### src/rtl/fisr_pkg.sv
// fisr_pkg: shared state type and float constants for the fast inverse square root sequencer
package fisr_pkg;
  typedef enum logic [2:0] {IDLE, SEED, MUL_YY, MUL_HX, SUB, MUL_Y, DONE} state_t;
  localparam logic [31:0] MAGIC_DEFAULT = 32'h5F3759DF;
  localparam logic [31:0] FP_ONE_HALF_3 = 32'h3FC00000;
  localparam logic [31:0] FP_POS_INF = 32'h7F800000;
  localparam logic [31:0] FP_QNAN = 32'h7FC00000;
  localparam logic [31:0] FP_ZERO = 32'h00000000;
  // {hit, result}: zeros give +inf, negatives and NaN give qNaN, +inf gives zero
  function automatic logic [32:0] special_of(logic [31:0] x);
    return x[30:0] == 31'h0 ? {1'b1, FP_POS_INF} :
           (x[31] || (x[30:23] == 8'hFF && x[22:0] != 23'h0)) ? {1'b1, FP_QNAN} :
           x == FP_POS_INF ? {1'b1, FP_ZERO} : {1'b0, FP_ZERO};
  endfunction
endpackage

### src/rtl/fisr_lat_timer.sv
// fisr_lat_timer: loadable 3-bit down-counter flagging the last cycle of an operation state
module fisr_lat_timer (
  input  logic       clk,
  input  logic       rst,
  input  logic       load,
  input  logic [2:0] load_val,
  output logic       last
);
  logic [2:0] cnt;
  always_ff @(posedge clk)
    if (rst) cnt <= 3'd0;
    else if (load) cnt <= load_val;
    else if (cnt != 3'd0) cnt <= cnt - 3'd1;
  assign last = cnt == 3'd0;
endmodule

### src/rtl/fisr_sequencer.sv
// fisr_sequencer: sequences seed + Newton steps of 1/sqrt(x) over external float mul/sub units.
// Define FISR_SPECIAL_EN to bypass zero, negative, NaN and +inf inputs straight to DONE.
module fisr_sequencer
  import fisr_pkg::*;
#(
  parameter int          MUL_LAT = 2,
  parameter int          SUB_LAT = 1,
  parameter int          ITER    = 1,
  parameter logic [31:0] MAGIC   = MAGIC_DEFAULT
) (
  input  logic        clk,
  input  logic        rst,
  input  logic        in_valid,
  output logic        in_ready,
  input  logic [31:0] in_data,
  output logic        out_valid,
  input  logic        out_ready,
  output logic [31:0] out_data,
  output logic        mul_ce,
  output logic [31:0] mul_a,
  output logic [31:0] mul_b,
  input  logic [31:0] mul_result,
  output logic        sub_ce,
  output logic [31:0] sub_a,
  output logic [31:0] sub_b,
  input  logic [31:0] sub_result,
  output logic        busy
);
  state_t state, next;
  logic [31:0] x, xh, y, t;
  logic [1:0] it;
  logic last, more;
`ifdef FISR_SPECIAL_EN
  logic [32:0] spec;
  assign spec = special_of(x);
`endif
  assign more = int'(it) + 1 < ITER;
  always_ff @(posedge clk) state <= rst ? IDLE : next;
  always_comb begin
    next = state;
    unique case (state)
      IDLE:    next = in_valid ? SEED : IDLE;
`ifdef FISR_SPECIAL_EN
      SEED:    next = spec[32] ? DONE : MUL_YY;
`else
      SEED:    next = MUL_YY;
`endif
      MUL_YY:  next = last ? MUL_HX : MUL_YY;
      MUL_HX:  next = last ? SUB : MUL_HX;
      SUB:     next = last ? MUL_Y : SUB;
      MUL_Y:   next = last ? (more ? MUL_YY : DONE) : MUL_Y;
      DONE:    next = out_ready ? IDLE : DONE;
      default: next = IDLE;
    endcase
    in_ready  = state == IDLE;
    busy      = state != IDLE;
    out_valid = state == DONE;
    out_data  = out_valid ? y : FP_ZERO;
    mul_ce    = state inside {MUL_YY, MUL_HX, MUL_Y};
    sub_ce    = state == SUB;
    mul_a     = state == MUL_HX ? xh : mul_ce ? y : FP_ZERO;
    mul_b     = state == MUL_YY ? y : mul_ce ? t : FP_ZERO;
    sub_a     = sub_ce ? FP_ONE_HALF_3 : FP_ZERO;
    sub_b     = sub_ce ? t : FP_ZERO;
  end
  // every state change reloads the shared timer for the state being entered
  fisr_lat_timer u_timer (
    .clk(clk),
    .rst(rst),
    .load(next != state),
    .load_val(next == SUB ? 3'(SUB_LAT - 1) : 3'(MUL_LAT - 1)),
    .last(last)
  );
  always_ff @(posedge clk)
    if (rst) begin
      x  <= '0;
      xh <= '0;
      y  <= '0;
      t  <= '0;
      it <= '0;
    end else begin
      unique case (state)
        IDLE: if (in_valid) x <= in_data;
        SEED: begin
`ifdef FISR_SPECIAL_EN
          y  <= spec[32] ? spec[31:0] : MAGIC - (x >> 1);
`else
          y  <= MAGIC - (x >> 1);
`endif
          xh <= {x[31], x[30:23] - 8'd1, x[22:0]};
          it <= 2'd0;
        end
        MUL_YY: if (last) t <= mul_result;
        MUL_HX: if (last) t <= mul_result;
        SUB:    if (last) t <= sub_result;
        MUL_Y: if (last) begin
          y  <= mul_result;
          it <= it + 2'd1;
        end
        default: ;
      endcase
    end
endmodule

### config.mk
export PLATFORM = sky130hd
export DESIGN_NAME = fisr_sequencer
export DESIGN_NICKNAME = d
export VERILOG_FILES = /design/src/rtl/fisr_pkg.sv /design/src/rtl/fisr_lat_timer.sv /design/src/rtl/fisr_sequencer.sv
export SDC_FILE = /design/constraint.sdc
export NUM_CORES = 1
export LEC_CHECK = 0
export ABC_AREA = 0
export BUFFER_PORTS_ARGS = -buffer_cell sky130_fd_sc_hd__buf_2
export CORE_MARGIN = 4
export CORE_UTILIZATION = 40
export CTS_CLUSTER_SIZE = 30
export DETAILED_ROUTE_END_ITERATION = 10
export PLACE_DENSITY_LB_ADDON = 0.05
export SLEW_MARGIN = 40
export SYNTH_ARGS = -nofsm -noshare
export SYNTH_HDL_FRONTEND = slang
export SYNTH_SLANG_ARGS = --single-unit
### constraint.sdc
create_clock -name clk -period 2.31 [get_ports clk]
set_clock_uncertainty 0.15 [all_clocks]
set_input_delay 0.3465 -clock clk [delete_from_list [all_inputs] [get_ports clk]]
set_output_delay 0.3465 -clock clk [all_outputs]
set_load 0.05 [all_outputs]
==> flow_metrics.py, run 1 <==
metrics = {
    "outcome": {
        "status": "finished with violations",
        "violations": "negative setup slack",
    },
    "timing": {
        "setup_violations": 1,
        "tightest_slew_ns": 0.554,
        "worst_slack_ns": -0.0289,
        "slew_violations": 0,
        "timing.final.crit_share_pct": 101,
        "hold_violations": 0,
        "fin_crit_ns": 2.34,
        "tns_ns": -0.0289,
        "max_slew_margin_pct": 63.1,
        "rsz0062_at_grt": "yes",
        "fmax_ghz": 0.428,
    },
    "logic_synthesis": {
        "synth_edf_count": 0,
        "ys_warn_count": 0,
        "netlist_area_mm2": 0.00768,
        "synth_area_leader_cell": "dfxtp_1",
        "synth_seq_area_share_pct": 35.5,
        "synth.avg_cell_area_um2": 7.54,
        "synth-main-ff-cell": "dfxtp_1",
        "ys_async_sr_fraction_pct": 0,
        "synthTopCellsByArea": "dfxtp_1 (35%), nand2_1 (10%), a21oi_1 (5.5%), and2_1 (5.3%), a211oi_1 (5.2%)",
        "syn_inst": 1019,
        "ys_seq_elements": 136,
        "yosysTopAreaCellShare_pct": 35.5,
        "synth_cell_types": 57,
    },
    "setup_path": {
        "crit_path_max_incr_delay_ns": 0.37,
        "cp_max_fo": 16,
        "start_kind": "register",
        "critPathArrivalTime_ns": 1.84,
        "path_class": "register to output port",
        "endpoint_kind": "output port",
        "crit_slowest_cell": "dfxtp_4",
        "worstPathRequired_ns": 1.81,
        "crit_chain": "nor2b_2 -> nand2_1 -> nand2_2 -> clkbuf_16 -> a22o_4 -> buf_12",
    },
    "clocking": {
        "cts_sinks": 136,
        "cts.path.max_buffers": 2,
        "clk_latency_ns": 0.42,
        "cts_made_buffers": 17,
        "path_clk_slew_ns": 0.06,
        "cts-htree-levels": 4,
        "cts-root-buf": "clkbuf_16",
        "tritoncts": "built",
    },
    "detailed_routing": {
        "drt_iter0_markers": 576,
        "ant_nets": 0,
        "num_vias": 7881,
        "wl_per_cell_um": 19.4,
        "drc_errors": 0,
        "vias_per_cell": 5.31,
        "routed_wl_um": 28800,
        "drtPass1Iterations": 7,
    },
    "power": {
        "vdd_ir_drop_max_mv": 0.559,
        "power_frac_seq_pct": 37.5,
        "leakage_uw": 0.00454,
        "power_frac_comb_pct": 26.0,
        "clock_power_share_pct": 36.5,
        "power.density_mw_per_mm2": 725,
        "sw_frac_of_total_pct": 34.2,
        "switchingPower_uw": 2670,
        "p_int_uw": 5140,
    },
    "global_routing": {
        "grt.total_usage_pct": 24.7,
        "grt_pass1_wl_um": 41800,
        "antenna_found_initial": 1,
        "grt-ovfl-total": 0,
        "grt_max_degree": 83,
        "first_global_vias": 7030,
    },
    "placed_design": {
        "gp_congestion": 0.918,
        "dp_slack_ns": 0.0742,
        "io_buffer_count": 240,
        "hpwl_um": 20200,
    },
    "job": {
        "maxCapViolations": 0,
    },
    "floorplan": {
        "rows": 50,
        "core-area_mm2": 0.0188,
        "initial_utilization_pct": 40.9,
        "die_area_mm2": 0.0215,
        "dieWidth_um": 147,
        "fp.dieH_um": 147,
        "ios": 265,
    },
    "cells_and_area": {
        "layout-drive-gt1-share_pct": 29.8,
        "area_growth_pct": 40.4,
        "finalNetCount": 1342,
    },
    "hold_path": {
        "hold_path_class": "input pin to register",
    },
}
## kinds of logic (layout without fill, tap and decap cells)
group           count (synthesis)  after routing  share of synthesized area, %
simple gates                  463            463                          28.1
compound gates                222            222                          19.6
flops                         136            136                          35.5
buf+inv                       133            340                          8.65
mux                            36             36                          4.69
xor+xnor                       22             22                          2.51
fa+ha+maj                       6              6                         0.978
other cells                     1             25                        0.0488
## layer usage
metal  share of wire (%)  vias up  GRT usage (%)
met1                  48     3620           37.1
met5                   0        -              0
met2                  44      321           35.8
met3                 5.7       39           4.22
met4                 2.1        0           7.86
li1                    -     3901              -
## through the flow
stage | util, % | cell area (um^2) | power [uW] | hold slack [ns] | cells
6_report | 57.4 | 10800 | 7820 | 0.0149 | 1484
5_1_grt | 57.4 | 10800 | 8150 | 0.00520 | 1484
4_1_cts | 53.7 | 10100 | 7700 | 0.00140 | 1478
3_5_place_dp | 48.6 | 9130 | 4810 | 0.297 | 1434
3_3_place_gp | 48.6 | 9130 | 4800 | 0.290 | 1434
2_1_floorplan | - | 7780 | 4180 | 0.282 | 1042
## cells in the final DEF (no fill, tap or decap), drive strengths merged, types with 2 or more instances in the layout
cell type	instances
clkinvlp	4
dlygate4sd3	9
and2	66
clkinv	2
a311oi	5
and3	11
xnor2	14
or4	2
o31ai	3
xor2	8
bufinv	3
nor3	19
o32ai	2
nand2	208
or2	2
buf	279
nand2b	3
nand3	44
nor4	3
dfxtp	136
nand3b	2
a22o	32
nor2b	4
a211o	2
inv	13
o2111ai	2
clkbuf	29
a21oi	85
mux2i	36
a31oi	6
ha	6
a211oi	56
nor3b	5
nor2	82
o22ai	5
conb	24
or3	9
o21ai	15
## worst paths after layout
path                        from            endpoint  slack, ns  cells past startpoint
max          state[1]$_SDFF_PP0_           mul_a[20]      -0.03                      6
min                   in_data[0]   x[0]$_SDFFE_PP0P_       0.01                      3
max reg2reg    x[7]$_SDFFE_PP0P_  y[19]$_SDFFE_PP0P_       0.15                      7
min reg2reg   xh[5]$_SDFFE_PP0P_  xh[5]$_SDFFE_PP0P_       0.30                      2
## repair_timing
item                       in CTS  in global routing
setup buffers                   2                  0
setup endpoints to repair     138                128
gates resized for setup        76                235
hold buffers                    9                  0
cloned                          1                  5
pin swaps                       0                 13
hold endpoints to repair        9                  0
## critical path, delay by kind of cell (launching register included)
kind                   cells  cell delay, ns
AND/OR/NAND/NOR            3            0.44
buffers and inverters      2            0.37
flip-flops                 1            0.37
AO/OA/AOI/OAI              1            0.25
## layout make-up
cell class | count | area, um^2
fill | 1775 | 7990
multi-input combinational | 773 | 4520
sequential | 136 | 2730
timing repair buffer | 296 | 2570
clock buffer | 22 | 474
tap | 234 | 293
clock inverter | 10 | 143
inverter | 12 | 45.0
antenna | 1 | 2.50
## Yosys cell counts (27+ instances only)
cell,number
nand2_1,208
dfxtp_1,136
a21oi_1,84
nor2_1,81
and2_1,65
clkbuf_1,57
a211oi_1,53
nand3_1,44
mux2i_1,36
buf_4,35
a22o_1,32
buf_2,27
## power groups by stage
stage	registers [uW]	logic [uW]	clock network, uW
floorplan	2780	1390	0
global placement	2960	1840	0
detailed placement	2960	1850	0
CTS	2910	1890	2890
global route	2950	2210	2990
finish	2930	2040	2850
## registers in the layout, indices dropped and copies added (netlist names)
register and flops:
u_timer.cnt 3, y 32, state 3, xh 32
t 32, x 32, it 2
Note: power is estimated with default switching activity, not from simulation.
==> inputs of run 2 (changes only) <==
Clock period 2.31 ns to 2.6 ns, I/O delays scaled along.
==> run 2 against run 1 <==
The flow now finishes without violations; cell area fell by 10%; sequential power fell by 12%; count of clock-buffer cells in the layout fell by 4; combinational power fell by 20%; cell count fell by 1.5%; sequential cell count did not move; power fell by 17%; clock power fell by 20%.
==> flow_metrics.py, run 2 (same netlist as run 1, synthesis figures left out) <==
metrics = {
    "outcome": {
        "status": "finished clean",
    },
    "timing": {
        "fin_crit_ns": 2.52,
        "timing.final.crit_share_pct": 97.1,
        "rsz0062_at_grt": "no",
        "setup_violations": 0,
        "hold_violations": 0,
        "slew_violations": 0,
        "tns_ns": 0,
        "max_slew_margin_pct": 54.7,
        "tightest_slew_ns": 0.679,
        "fmax_ghz": 0.396,
    },
    "detailed_routing": {
        "drc_errors": 0,
        "drt_iter0_markers": 554,
        "wl_per_cell_um": 18.3,
        "routed_wl_um": 26700,
        "drtPass1Iterations": 5,
        "vias_per_cell": 5.26,
        "ant_nets": 0,
        "num_vias": 7681,
    },
    "global_routing": {
        "grt.total_usage_pct": 24.4,
        "grt-ovfl-total": 0,
        "grt_max_degree": 91,
        "antenna_found_initial": 0,
        "grt_pass1_wl_um": 41500,
        "first_global_vias": 7124,
    },
    "power": {
        "power.density_mw_per_mm2": 671,
        "switchingPower_uw": 2370,
        "total_power_uw": 6490,
        "p_int_uw": 4130,
        "sw_frac_of_total_pct": 36.4,
        "clock_power_share_pct": 35.0,
        "power_frac_seq_pct": 39.9,
        "leakage_uw": 0.00430,
        "vdd_ir_drop_max_mv": 0.413,
        "power_frac_comb_pct": 25.0,
    },
    "floorplan": {
        "fp.dieH_um": 147,
        "ios": 265,
        "rows": 50,
        "die_area_mm2": 0.0215,
        "dieWidth_um": 147,
        "core-area_mm2": 0.0188,
        "initial_utilization_pct": 40.9,
    },
    "cells_and_area": {
        "finalNetCount": 1320,
        "layout_common_cells": "buf_2 (233), nand2_1 (208), dfxtp_1 (134)",
        "finish.utilization_pct": 51.5,
        "layout_commonest_cell": "buf_2",
        "layout-drive-gt1-share_pct": 26.7,
        "antenna_cells": 0,
        "area_growth_pct": 26.0,
        "fillCellCount": 1905,
    },
    "setup_path": {
        "start_kind": "register",
        "endpoint_kind": "output port",
        "reg2reg_slack_ns": 0.42,
        "path_class": "register to output port",
        "critPathArrivalTime_ns": 1.98,
        "worstPathRequired_ns": 2.06,
        "cp_max_fo": 32,
    },
    "placed_design": {
        "gp_congestion": 0.865,
        "io_buffer_count": 240,
        "hpwl_um": 20100,
    },
    "clocking": {
        "cts-root-buf": "clkbuf_16",
        "cts_sinks": 136,
        "cts.path.max_buffers": 2,
        "path_clk_slew_ns": 0.06,
        "cts-htree-levels": 4,
        "cts_made_buffers": 17,
        "clk_latency_ns": 0.43,
        "cts_hold_buf": 0,
        "tritoncts": "built",
    },
    "job": {
        "maxCapViolations": 0,
    },
    "hold_path": {
        "hold_path_class": "input pin to register",
    },
}
[run 2: metrics by stage]
step,cell area (um^2),setup WS (ns),instances,hold WS (ns)
after floorplan,7770,0.197,1042,0.282
after global placement,9110,0.364,1428,0.292
after detailed placement,9110,0.402,1428,0.297
after CTS,9670,0.0749,1461,0.0294
after global routing,9670,0.00266,1461,0.0398
final,9670,0.0752,1461,0.0438
[run 2: final timing paths]
path / from / to / cells after the start
worst max-delay path: state[1]$_SDFF_PP0_ / mul_a[16] / 6
worst min-delay path: in_data[30] / x[30]$_SDFFE_PP0P_ / 3
worst max register to register: u_timer.cnt[0]$_SDFFE_PP0P_ / y[21]$_SDFFE_PP0P_ / 7
worst min register to register: xh[5]$_SDFFE_PP0P_ / xh[5]$_SDFFE_PP0P_ / 2
[run 2: routing by layer]
metal	wire length, um	vias up	GRT usage, %
met5	0	-	0
met1	13300	3530	36.6
met4	419	0	7.34
li1	-	3846	-
met2	11400	276	35.7
met3	1640	29	3.97
[run 2: timing repair]
| item | CTS | global route |
|---|---|---|
| endpoints found under the setup margin | 51 | 0 |
| gates resized for setup | 2 | 0 |
| setup buffers | 1 | 0 |
[run 2: area by class of cell]
class,count,area (um^2),share of cell area (%)
Clock inverter,14,115,1.19
Sequential cell,136,2730,28.2
Inverter,12,45.0,0.466
Timing Repair Buffer,274,1650,17.0
Clock buffer,18,439,4.54
Tap cell,234,293,3.03
Multi-Input combinational cell,773,4410,45.6
[run 2: power by group through the flow]
stage / sequential [uW] / clock, uW / combinational (uW)
CTS: 2580 / 2310 / 1630
finish: 2590 / 2270 / 1630
detailed placement: 2630 / 0 / 1620
floorplan: 2470 / 0 / 1240
global placement: 2630 / 0 / 1610
global route: 2620 / 2420 / 1780
[run 2: critical path, stage by stage, from the launching register on]
cell and delay [ns]:
dfxtp_2 0.44, nor2b_1 0.20, nand2_1 0.11, nand2_1 0.14
buf_12 0.20, a22o_1 0.19, buf_2 0.28
